File: src/rtl/perm_pkg.sv
// Shared types and helpers for the serial 320-bit permutation controller.
// Phase encoding, lane-mux encodings and the per-phase lane control table.
package perm_pkg;

    localparam int LANE_W  = 64;
    localparam int CONST_W = 8;

    localparam logic [1:0] SEL_PASS  = 2'b00;
    localparam logic [1:0] SEL_CONST = 2'b01;
    localparam logic [1:0] SEL_SBOX  = 2'b11;
    localparam logic [1:0] SEL_LIN   = 2'b10;

    // Round phases are listed in execution order; the FSM advances by +1 within a round.
    typedef enum logic [3:0] {
        PH_IDLE, PH_LOAD, PH_PC_HI, PH_PC_LO, PH_SBOX,
        PH_LX0, PH_LX1, PH_LX2, PH_LX3_HI, PH_LX3_LO, PH_LX4, PH_LFIN
    } phase_e;

    typedef struct packed {
        logic [1:0] state_sel;
        logic [4:0] enable;
        logic       temp_enable;
        logic [2:0] temp_sel;
    } lane_ctrl_t;

    function automatic logic [CONST_W-1:0] round_const(input logic [3:0] i);
        return {4'hF - i, i};
    endfunction

    function automatic lane_ctrl_t phase_ctrl(input phase_e ph);
        lane_ctrl_t c;
        c = '0;
        case (ph)
            PH_LOAD, PH_PC_HI: c = '{SEL_PASS,  5'b11111, 1'b0, 3'b000};
            PH_PC_LO:          c = '{SEL_CONST, 5'b11111, 1'b0, 3'b000};
            PH_SBOX:           c = '{SEL_SBOX,  5'b11111, 1'b0, 3'b000};
            PH_LX0:            c = '{SEL_LIN,   5'b10000, 1'b1, 3'b000};
            PH_LX1:            c = '{SEL_LIN,   5'b11000, 1'b1, 3'b001};
            PH_LX2:            c = '{SEL_LIN,   5'b01100, 1'b1, 3'b011};
            PH_LX3_HI:         c = '{SEL_LIN,   5'b00110, 1'b1, 3'b010};
            PH_LX3_LO:         c = '{SEL_LIN,   5'b00110, 1'b1, 3'b110};
            PH_LX4:            c = '{SEL_LIN,   5'b00011, 1'b1, 3'b111};
            PH_LFIN:           c = '{SEL_LIN,   5'b00001, 1'b1, 3'b101};
            default:           c = '0;
        endcase
        return c;
    endfunction

endpackage

File: src/rtl/perm_slice_counter.sv
// Wrapping slice counter: runs over 0..len_m1 (or len_m1..0 when COUNT_DOWN)
// and flags the final slice of the current phase.
module perm_slice_counter #(
    parameter int CNT_W      = 6,
    parameter bit COUNT_DOWN = 1'b0
) (
    input  logic             clk,
    input  logic             rst,
    input  logic             clr,
    input  logic             en,
    input  logic [CNT_W-1:0] len_m1,
    output logic [CNT_W-1:0] cnt,
    output logic             last
);

    logic [CNT_W-1:0] cnt_reg;

    generate
        if (COUNT_DOWN) begin : g_down
            always_ff @(posedge clk) begin
                if (rst || clr)
                    cnt_reg <= len_m1;
                else if (en)
                    cnt_reg <= (cnt_reg == '0) ? len_m1 : cnt_reg - CNT_W'(1);
            end
            assign last = (cnt_reg == '0);
        end else begin : g_up
            always_ff @(posedge clk) begin
                if (rst || clr)
                    cnt_reg <= '0;
                else if (en)
                    cnt_reg <= (cnt_reg == len_m1) ? '0 : cnt_reg + CNT_W'(1);
            end
            assign last = (cnt_reg == len_m1);
        end
    endgenerate

    assign cnt = cnt_reg;

endmodule

File: src/rtl/serial_perm_ctrl.sv
// Round/phase sequencer for the serial 5x64-bit permutation datapath: owns the
// slice and round counters, drives lane enables/muxes and the round constant.
module serial_perm_ctrl
    import perm_pkg::*;
#(
    parameter int SLICE_W    = 1,
    parameter int MAX_ROUNDS = 12
) (
    input  logic       clk,
    input  logic       rst,
    input  logic       start,
    input  logic       cfg_load,
    input  logic [3:0] cfg_rounds,
    input  logic       abort,
    output logic       ready,
    output logic       busy,
    output logic       done,
    output logic [1:0] state_sel,
    output logic [4:0] enable,
    output logic       temp_enable,
    output logic [2:0] temp_sel,
    output logic [3:0] round_idx,
    output logic [7:0] rc,
    output logic [5:0] slice_cnt
);

    generate
        if (SLICE_W != 1 && SLICE_W != 2 && SLICE_W != 4 && SLICE_W != 8) begin : g_bad_slice_w
            $error("serial_perm_ctrl: SLICE_W must be 1, 2, 4 or 8");
        end
        if (MAX_ROUNDS < 1 || MAX_ROUNDS > 15) begin : g_bad_max_rounds
            $error("serial_perm_ctrl: MAX_ROUNDS must be 1..15");
        end
    endgenerate

    localparam int L = LANE_W / SLICE_W;
    localparam int H = (LANE_W - 8) / SLICE_W;
    localparam logic [5:0] FULL_M1 = 6'(L - 1);
    localparam logic [5:0] HI_M1   = 6'(H - 1);
    localparam logic [5:0] LO_M1   = 6'(L - H - 1);
    localparam logic [3:0] MAX_R   = 4'(MAX_ROUNDS);

    phase_e     state_reg, state_next;
    logic [3:0] round_idx_reg, round_idx_next;
    logic [3:0] rounds_reg, rounds_next;
    logic       done_reg, done_next;
    logic [5:0] len_m1;
    logic       slice_last;
    logic [3:0] rc_i;
    lane_ctrl_t ctrl;

    perm_slice_counter #(.CNT_W(6), .COUNT_DOWN(1'b0)) u_slice_cnt (
        .clk    (clk),
        .rst    (rst),
        .clr    (abort || (state_reg == PH_IDLE)),
        .en     (state_reg != PH_IDLE),
        .len_m1 (len_m1),
        .cnt    (slice_cnt),
        .last   (slice_last)
    );

    always_ff @(posedge clk) begin
        if (rst) begin
            state_reg     <= PH_IDLE;
            round_idx_reg <= '0;
            rounds_reg    <= '0;
            done_reg      <= 1'b0;
        end else begin
            state_reg     <= state_next;
            round_idx_reg <= round_idx_next;
            rounds_reg    <= rounds_next;
            done_reg      <= done_next;
        end
    end

    always_comb begin
        state_next     = state_reg;
        round_idx_next = round_idx_reg;
        rounds_next    = rounds_reg;
        done_next      = 1'b0;
        case (state_reg)
            PH_PC_HI, PH_LX3_HI: len_m1 = HI_M1;
            PH_PC_LO, PH_LX3_LO: len_m1 = LO_M1;
            default:             len_m1 = FULL_M1;
        endcase

        if (state_reg == PH_IDLE) begin
            if (start) begin
                // Zero or out-of-range round counts run the full schedule.
                rounds_next = (cfg_rounds == 4'd0 || cfg_rounds > MAX_R) ? MAX_R : cfg_rounds;
                state_next  = cfg_load ? PH_LOAD : PH_PC_HI;
            end
        end else if (slice_last) begin
            if (state_reg == PH_LFIN) begin
                if (round_idx_reg == rounds_reg - 4'd1) begin
                    state_next     = PH_IDLE;
                    round_idx_next = '0;
                    done_next      = 1'b1;
                end else begin
                    state_next     = PH_PC_HI;
                    round_idx_next = round_idx_reg + 4'd1;
                end
            end else begin
                state_next = phase_e'(state_reg + 4'd1);
            end
        end

        if (abort) begin
            state_next     = PH_IDLE;
            round_idx_next = '0;
            done_next      = 1'b0;
        end
    end

    assign ctrl        = phase_ctrl(state_reg);
    assign state_sel   = ctrl.state_sel;
    assign enable      = ctrl.enable;
    assign temp_enable = ctrl.temp_enable;
    assign temp_sel    = ctrl.temp_sel;

    assign ready     = (state_reg == PH_IDLE);
    assign busy      = (state_reg != PH_IDLE);
    assign done      = done_reg;
    assign round_idx = round_idx_reg;
    // Short runs use the tail of the constant schedule so the last round is always i = MAX_ROUNDS-1.
    assign rc_i      = MAX_R - rounds_reg + round_idx_reg;
    assign rc        = busy ? round_const(rc_i) : '0;

endmodule

File: config.mk
export PLATFORM = sky130hd
export DESIGN_NAME = serial_perm_ctrl
export DESIGN_NICKNAME = d
export VERILOG_FILES = /design/src/rtl/perm_pkg.sv /design/src/rtl/perm_slice_counter.sv /design/src/rtl/serial_perm_ctrl.sv
export SDC_FILE = /design/constraint.sdc
export NUM_CORES = 1
export LEC_CHECK = 0
export ABC_CLOCK_PERIOD_IN_PS = 3830
export BUFFER_PORTS_ARGS = -buffer_cell sky130_fd_sc_hd__buf_2
export CAP_MARGIN = 20
export CORE_MARGIN = 2
export CORE_UTILIZATION = 53
export DETAILED_ROUTE_END_ITERATION = 7
export GPL_TIMING_DRIVEN = 0
export PLACE_DENSITY = 0.75
export SYNTH_ARGS = -nofsm -noshare
export SYNTH_HDL_FRONTEND = slang
export SYNTH_SLANG_ARGS = --single-unit
File: constraint.sdc
create_clock -name clk -period 3.83 [get_ports clk]
set_input_delay 0.766 -clock clk [delete_from_list [all_inputs] [get_ports clk]]
set_output_delay 0.766 -clock clk [all_outputs]
set_load 0.1 [all_outputs]
==> flow_summary.ini, run 1 <==
[detailed_routing]
vias_per_cell = 5.20
wl_um = 3660
dr.pass1.iters = 4
drtIter0Drc = 56
detail_route.wl_per_cell_um = 12.4
dr_total_vias = 1535
ant_nets = 0
drc = 0

[cts]
clockBufferDepth = 2
post-cts-setup-buffers = 0
cts_tree = yes
insertion_delay_ns = 0.34
cts_resized = 0
postCtsHoldBufs = 0
path_clk_slew_ns = 0.10
clkSinkCount = 30
cts_root_buf = clkbuf_4
h-tree-depth = 2
numCtsBuffers = 5

[worst_setup_path]
cpMostUsedCell = inv_1
cp_slowest_cell = dfxtp_1
critPathRequiredTime_ns = 3.06
cp_cell_sequence = inv_1, ha_1, inv_1, ha_1, inv_1, fa_1, xnor2_1, xnor2_1, and2_1, buf_2
cp-start-kind = flop
crit_fanout = 6
crit_type = reg -> out
cp-end-kind = output pin
cp_data_arrival_time_ns = 2.57
max_stage_delay_ns = 0.44

[global_routing]
grt_pass1_wl_um = 5880
grt_overflow_total = 0
grt_max_degree = 11
antenna_found_initial = 0
track_usage_pct = 21.1
grt_pass1_vias = 1319

[logic_synthesis]
synth_flop_cell = dfxtp_1
synth-xor-area-share_pct = 5.85
postSynthCellCount = 201
syn_area_per_cell_sq_um = 8.83
yosysWarnings = 0
synth-compound-area-share_pct = 14.1
async_reset_ff_share_pct = 0
ys_seq_elements = 30
yosysMostFrequentCell = dfxtp_1
synth_top_family_by_area = simple AND/OR/NAND/NOR gates
yosys.area.top_type = dfxtp_1
synthAdderAreaFrac_pct = 13.1
yosys-top-cells-count = 30 x dfxtp_1, 20 x nor2_1, 17 x ha_1
synth_edf_count = 0
yosys.area.top_type_share_pct = 33.9
ys_seq_area_share_pct = 33.9
synth-simple-area-share_pct = 23.8
synth.area.mux_share_pct = 4.09
syn_nets = 228
netlist-cell-type-count = 49
synth_area_sq_um = 1770
synthTopCellsByArea = dfxtp_1 34%, ha_1 12%, nor2_1 4.2%

[timing]
finalSetupTns_ns = 0
setup_ws_ns = 0.495
finalSetupViolCount = 0
hold_violations = 0
fin_skew_ns = 0.00713
finalCritPeriodShare_pct = 87.1
rsz0062_at_grt = false
slew_violations = 0
max-slew-margin-rel_pct = 55.3
clock.fmax_mhz = 300
timing.final.crit_period_ns = 3.34
worst_pin_slew_ns = 0.669

[power]
peakVddDrop_v = 0.000248
internal_power_mw = 0.457
p_comb_share_pct = 27.5
p_seq_share_pct = 44.6
power.share.clock_pct = 27.9
sw_frac_of_total_pct = 37.9
p_leak_nw = 0.936
p_per_area_nw_per_um2 = 350
power.switching_mw = 0.279

[flow_run]
max_cap_violations = 0

[cells_and_area]
nets = 275
diodes = 0
final_cells = 295
syn_to_final_growth_pct = 18.4
final_layout_size_suffix_gt1_share_pct = 26.1
largest_reg_flops = 11
post-route-util_pct = 64.0

[floorplanning]
die_y_um = 61.9
chipWidth_um = 61.9
dieArea_sq_um = 3830
core_area_sq_um = 3280
initial_core_util_pct = 54.0
num_rows = 21
ios = 41

[placed_design]
dp_hpwl_um = 2740
gp_routability_congestion = 0.764
dp_worst_setup_slack_ns = 0.649
port_buffers = 40
placed_cells = 287

[status]
status = finished clean

[min_path]
min_path_type = reg -> reg
-- worst max-delay path: cells and delay by family, from the launching register on --
family | cells | cell delay (ns)
buffers and inverters | 4 | 0.58
xor gates and xnor gates | 2 | 0.38
DFF | 1 | 0.44
adders and majority gates | 3 | 0.68
and+or+nand+nor | 1 | 0.15
-- stage by stage --
stage          hold slack [ns]  area (sq um)  total power, mW
6_report                 0.478          2100            0.735
5_1_grt                  0.508          2100            0.771
4_1_cts                  0.487          2100            0.741
3_5_place_dp             0.466          2040            0.536
3_3_place_gp             0.439          2040            0.535
2_1_floorplan            0.439          1780            0.502
-- cells in the final DEF, fill, tap and decap left out, types with 6 or more instances in the layout --
cell,netlist,routed
nor3_1,11,11
nand3_1,7,7
dfxtp_1,30,30
a21oi_1,7,7
and2_1,6,6
o21ai_0,8,8
buf_2,1,41
nor2_1,20,18
ha_1,17,17
xnor2_1,8,8
inv_1,16,16
nand2_1,13,13
-- power groups by stage --
stage | combinational [mW] | sequential [mW] | clock [mW]
after floorplan | 0.128 | 0.374 | 0
after global placement | 0.200 | 0.335 | 0
after detailed placement | 0.201 | 0.335 | 0
after CTS | 0.202 | 0.328 | 0.211
after global routing | 0.216 | 0.330 | 0.225
final | 0.202 | 0.328 | 0.205
-- path summary, 6_finish.rpt --
check / startpoint / endpoint / slack, ns / depth (start not counted)
setup / recovery: round_idx[0] / rc[7] / 0.49 / 10
hold / removal: u_slice_cnt.cnt[0] / u_slice_cnt.cnt[0] / 0.48 / 1
setup reg to reg: state_reg[0] / ctrl[5] / 0.58 / 11
hold reg to reg: u_slice_cnt.cnt[0] / u_slice_cnt.cnt[0] / 0.48 / 1
-- layer usage --
metal  up-vias  track usage [%]  wire, um
met5         -                0         0
met4         0             9.73        56
met3         4             6.00       161
met2        34             31.1      1580
met1       701             28.4      1860
li1        796                -         -
-- area by class of cell --
cell class	instances	area [sq um]
flip-flops and latches	30	601
plain buffers	5	27.5
clock buffers	6	51.3
repair buffers	40	200
inverters	17	63.8
clock inverters	2	12.5
multi-input cells	149	1090
fillers	303	1180
well taps	46	57.6
-- kinds of logic (layout without fill, tap and decap cells) --
group / after synthesis / in the layout
mux: 7 / 7
simple gates: 80 / 80
fa+ha+maj: 18 / 18
compound gates: 33 / 33
xor+xnor: 11 / 11
flops: 30 / 30
buf+inv: 22 / 70
Note: power is estimated with default switching activity, not from simulation.
==> inputs of run 2 (changes only) <==
--- a/config.mk
+++ b/config.mk
@@ -5,6 +5,7 @@
 export SDC_FILE = /design/constraint.sdc
 export NUM_CORES = 1
 export LEC_CHECK = 0
+export ABC_AREA = 1
 export ABC_CLOCK_PERIOD_IN_PS = 3830
 export BUFFER_PORTS_ARGS = -buffer_cell sky130_fd_sc_hd__buf_2
 export CAP_MARGIN = 20
==> flow_summary.ini, run 2 <==
[status]
status = finished clean

[logic_synthesis]
yosys.area.top_type_share_pct = 33.6
yosys.area.top_type = dfxtp_1
syn_nets = 272
yosysMostFrequentCell = nand2_1
synth_flop_cell = dfxtp_1
yosys-top-cells-count = 45 x nand2_1, 38 x inv_1, 30 x dfxtp_1
netlist-cell-type-count = 28
ys_seq_area_share_pct = 33.6
synth_area_sq_um = 1790
yosysWarnings = 0
synth_edf_count = 0
postSynthCellCount = 245
ys_seq_elements = 30
syn_area_per_cell_sq_um = 7.29
async_reset_ff_share_pct = 0
synthTopCellsByArea = dfxtp_1 34%, ha_1 12%, nand2_1 9.5%

[placed_design]
port_buffers = 40
place_area_sq_um = 2050
gp_routability_congestion = 0.771
dp_hpwl_um = 2640
placed_cells = 331

[cts]
postCtsHoldBufs = 0
post-cts-setup-buffers = 0
cts_tree = yes
clkSinkCount = 30
path_clk_slew_ns = 0.10
clockBufferDepth = 2
cts_resized = 0
cts_root_buf = clkbuf_4
h-tree-depth = 2
insertion_delay_ns = 0.33
numCtsBuffers = 5

[timing]
finalSetupViolCount = 0
max-slew-margin-rel_pct = 59.3
worst_pin_slew_ns = 0.608
slew_violations = 0
rsz0062_at_grt = false
clock.fmax_mhz = 299
fin_skew_ns = 0.00932
timing.final.crit_period_ns = 3.35
hold_violations = 0
finalCritPeriodShare_pct = 87.4

[worst_setup_path]
crit_fanout = 4
r2r_slack_ns = 1.24
crit_type = reg -> out
worstRegToRegCells = 18
startpoint = round_idx[0]
r2r-start = state_reg[0]
max_stage_delay_ns = 0.42
cpMostUsedCell = inv_1
cp-start-kind = flop
r2r_end = ctrl[4]
cp-end-kind = output pin
cp_cell_sequence = inv_1, ha_1, inv_1, ha_1, inv_1, fa_1, xnor2_1, xor2_1, inv_1, nor2_2, buf_2
cp_slowest_cell = buf_2
setup.worst_path.end = rc[3]
cp_data_arrival_time_ns = 2.58
critPathRequiredTime_ns = 3.06

[power]
p_per_area_nw_per_um2 = 400
power_mw = 0.845
peakVddDrop_v = 0.000269
p_leak_nw = 1.11

[floorplanning]
ios = 41
dieArea_sq_um = 3850
num_rows = 21
chipWidth_um = 62.1
die_y_um = 62.1
initial_core_util_pct = 54.4
core_area_sq_um = 3280

[detailed_routing]
detail_route.wl_per_cell_um = 9.69
ant_nets = 0
drtIter0Drc = 63
wl_um = 3290
drc = 0
dr.pass1.iters = 4
vias_per_cell = 4.65
dr_total_vias = 1577

[min_path]
min_path_type = reg -> reg

[cells_and_area]
diodes = 0
syn_to_final_growth_pct = 18.3
final_common_cell = nand2_1
nets = 319
design_area_sq_um = 2110
post-route-util_pct = 64.3
final_cell_mix = 45 x nand2_1, 40 x buf_2, 38 x inv_1
final_layout_size_suffix_gt1_share_pct = 25.9
final_cells = 339
largest_reg_flops = 11

[global_routing]
grt_pass1_wl_um = 5620
antenna_found_initial = 0
grt_max_degree = 11
grt_pass1_vias = 1306
track_usage_pct = 20.0
grt_overflow_total = 0

[flow_run]
max_cap_violations = 0
-- run 2: changes by cell type after synthesis, sizes merged, moves of 4 or more --
cell	before	now
a21oi	7	13
and2	6	0
and3	5	0
inv	17	42
mux2i	5	0
nand2	13	53
nand3	7	19
nor2	20	36
nor3	11	4
o21ai	8	12
xnor2	9	3
xor2	2	7
-- run 2: report_power, final --
group / internal, mW / total (mW) / switching (mW)
clock: 0.0881 / 0.199 / 0.111
combinational: 0.0613 / 0.311 / 0.249
sequential: 0.327 / 0.335 / 0.00832
-- run 2: layout make-up --
type / instances / area (sq um)
Clock buffer: 6 / 51.3
Buffer: 1 / 3.75
Timing Repair Buffer: 40 / 200
Clock inverter: 2 / 12.5
Sequential cell: 30 / 601
Tap cell: 46 / 57.6
Multi-Input combinational cell: 172 / 1030
Inverter: 42 / 158
Fill cell: 313 / 1170
-- run 2: worst min path at each step --
stage	startpoint	end	cells after the start
4_1_cts	u_slice_cnt.cnt[0]	u_slice_cnt.cnt[0]	1
3_5_place_dp	u_slice_cnt.cnt[0]	u_slice_cnt.cnt[0]	1
2_1_floorplan	rounds_reg[0]	rounds_reg[0]	2
3_3_place_gp	u_slice_cnt.cnt[0]	u_slice_cnt.cnt[0]	1
5_1_grt	u_slice_cnt.cnt[0]	u_slice_cnt.cnt[0]	1
6_report	u_slice_cnt.cnt[0]	u_slice_cnt.cnt[0]	1
-- run 2: worst max-delay path, delay by kind of cell, from the launching register on --
family / cells / cell delay [ns]
and+or+nand+nor: 1 / 0.07
buffers and inverters: 5 / 0.69
xor gates and xnor gates: 2 / 0.39
DFF: 1 / 0.39
adders and majority gates: 3 / 0.71
-- run 2: cells by family after synthesis --
logic type | synth area share, %
fa+ha+maj | 13.0
xor+xnor | 4.90
compound gates | 9.10
flops | 33.6
simple gates | 30.3
buf+inv | 9.03
-- run 2: metrics by stage --
step | setup TNS, ns | setup slack (ns) | hold WS, ns
after floorplan | -2.53 | -0.403 | 0.471
after global placement | 0 | 0.867 | 0.438
final | 0 | 0.482 | 0.475
after global routing | 0 | 0.318 | 0.498
after detailed placement | 0 | 0.827 | 0.467
after CTS | 0 | 0.435 | 0.490
-- run 2: routing by layer --
layer / global-route usage, % / vias up / part of all wire, %
met5: 0 / - / 0
met4: 8.21 / 0 / 1.9
met3: 5.59 / 4 / 3.9
met2: 32.4 / 28 / 45
met1: 24.9 / 676 / 49
li1: - / 869 / -
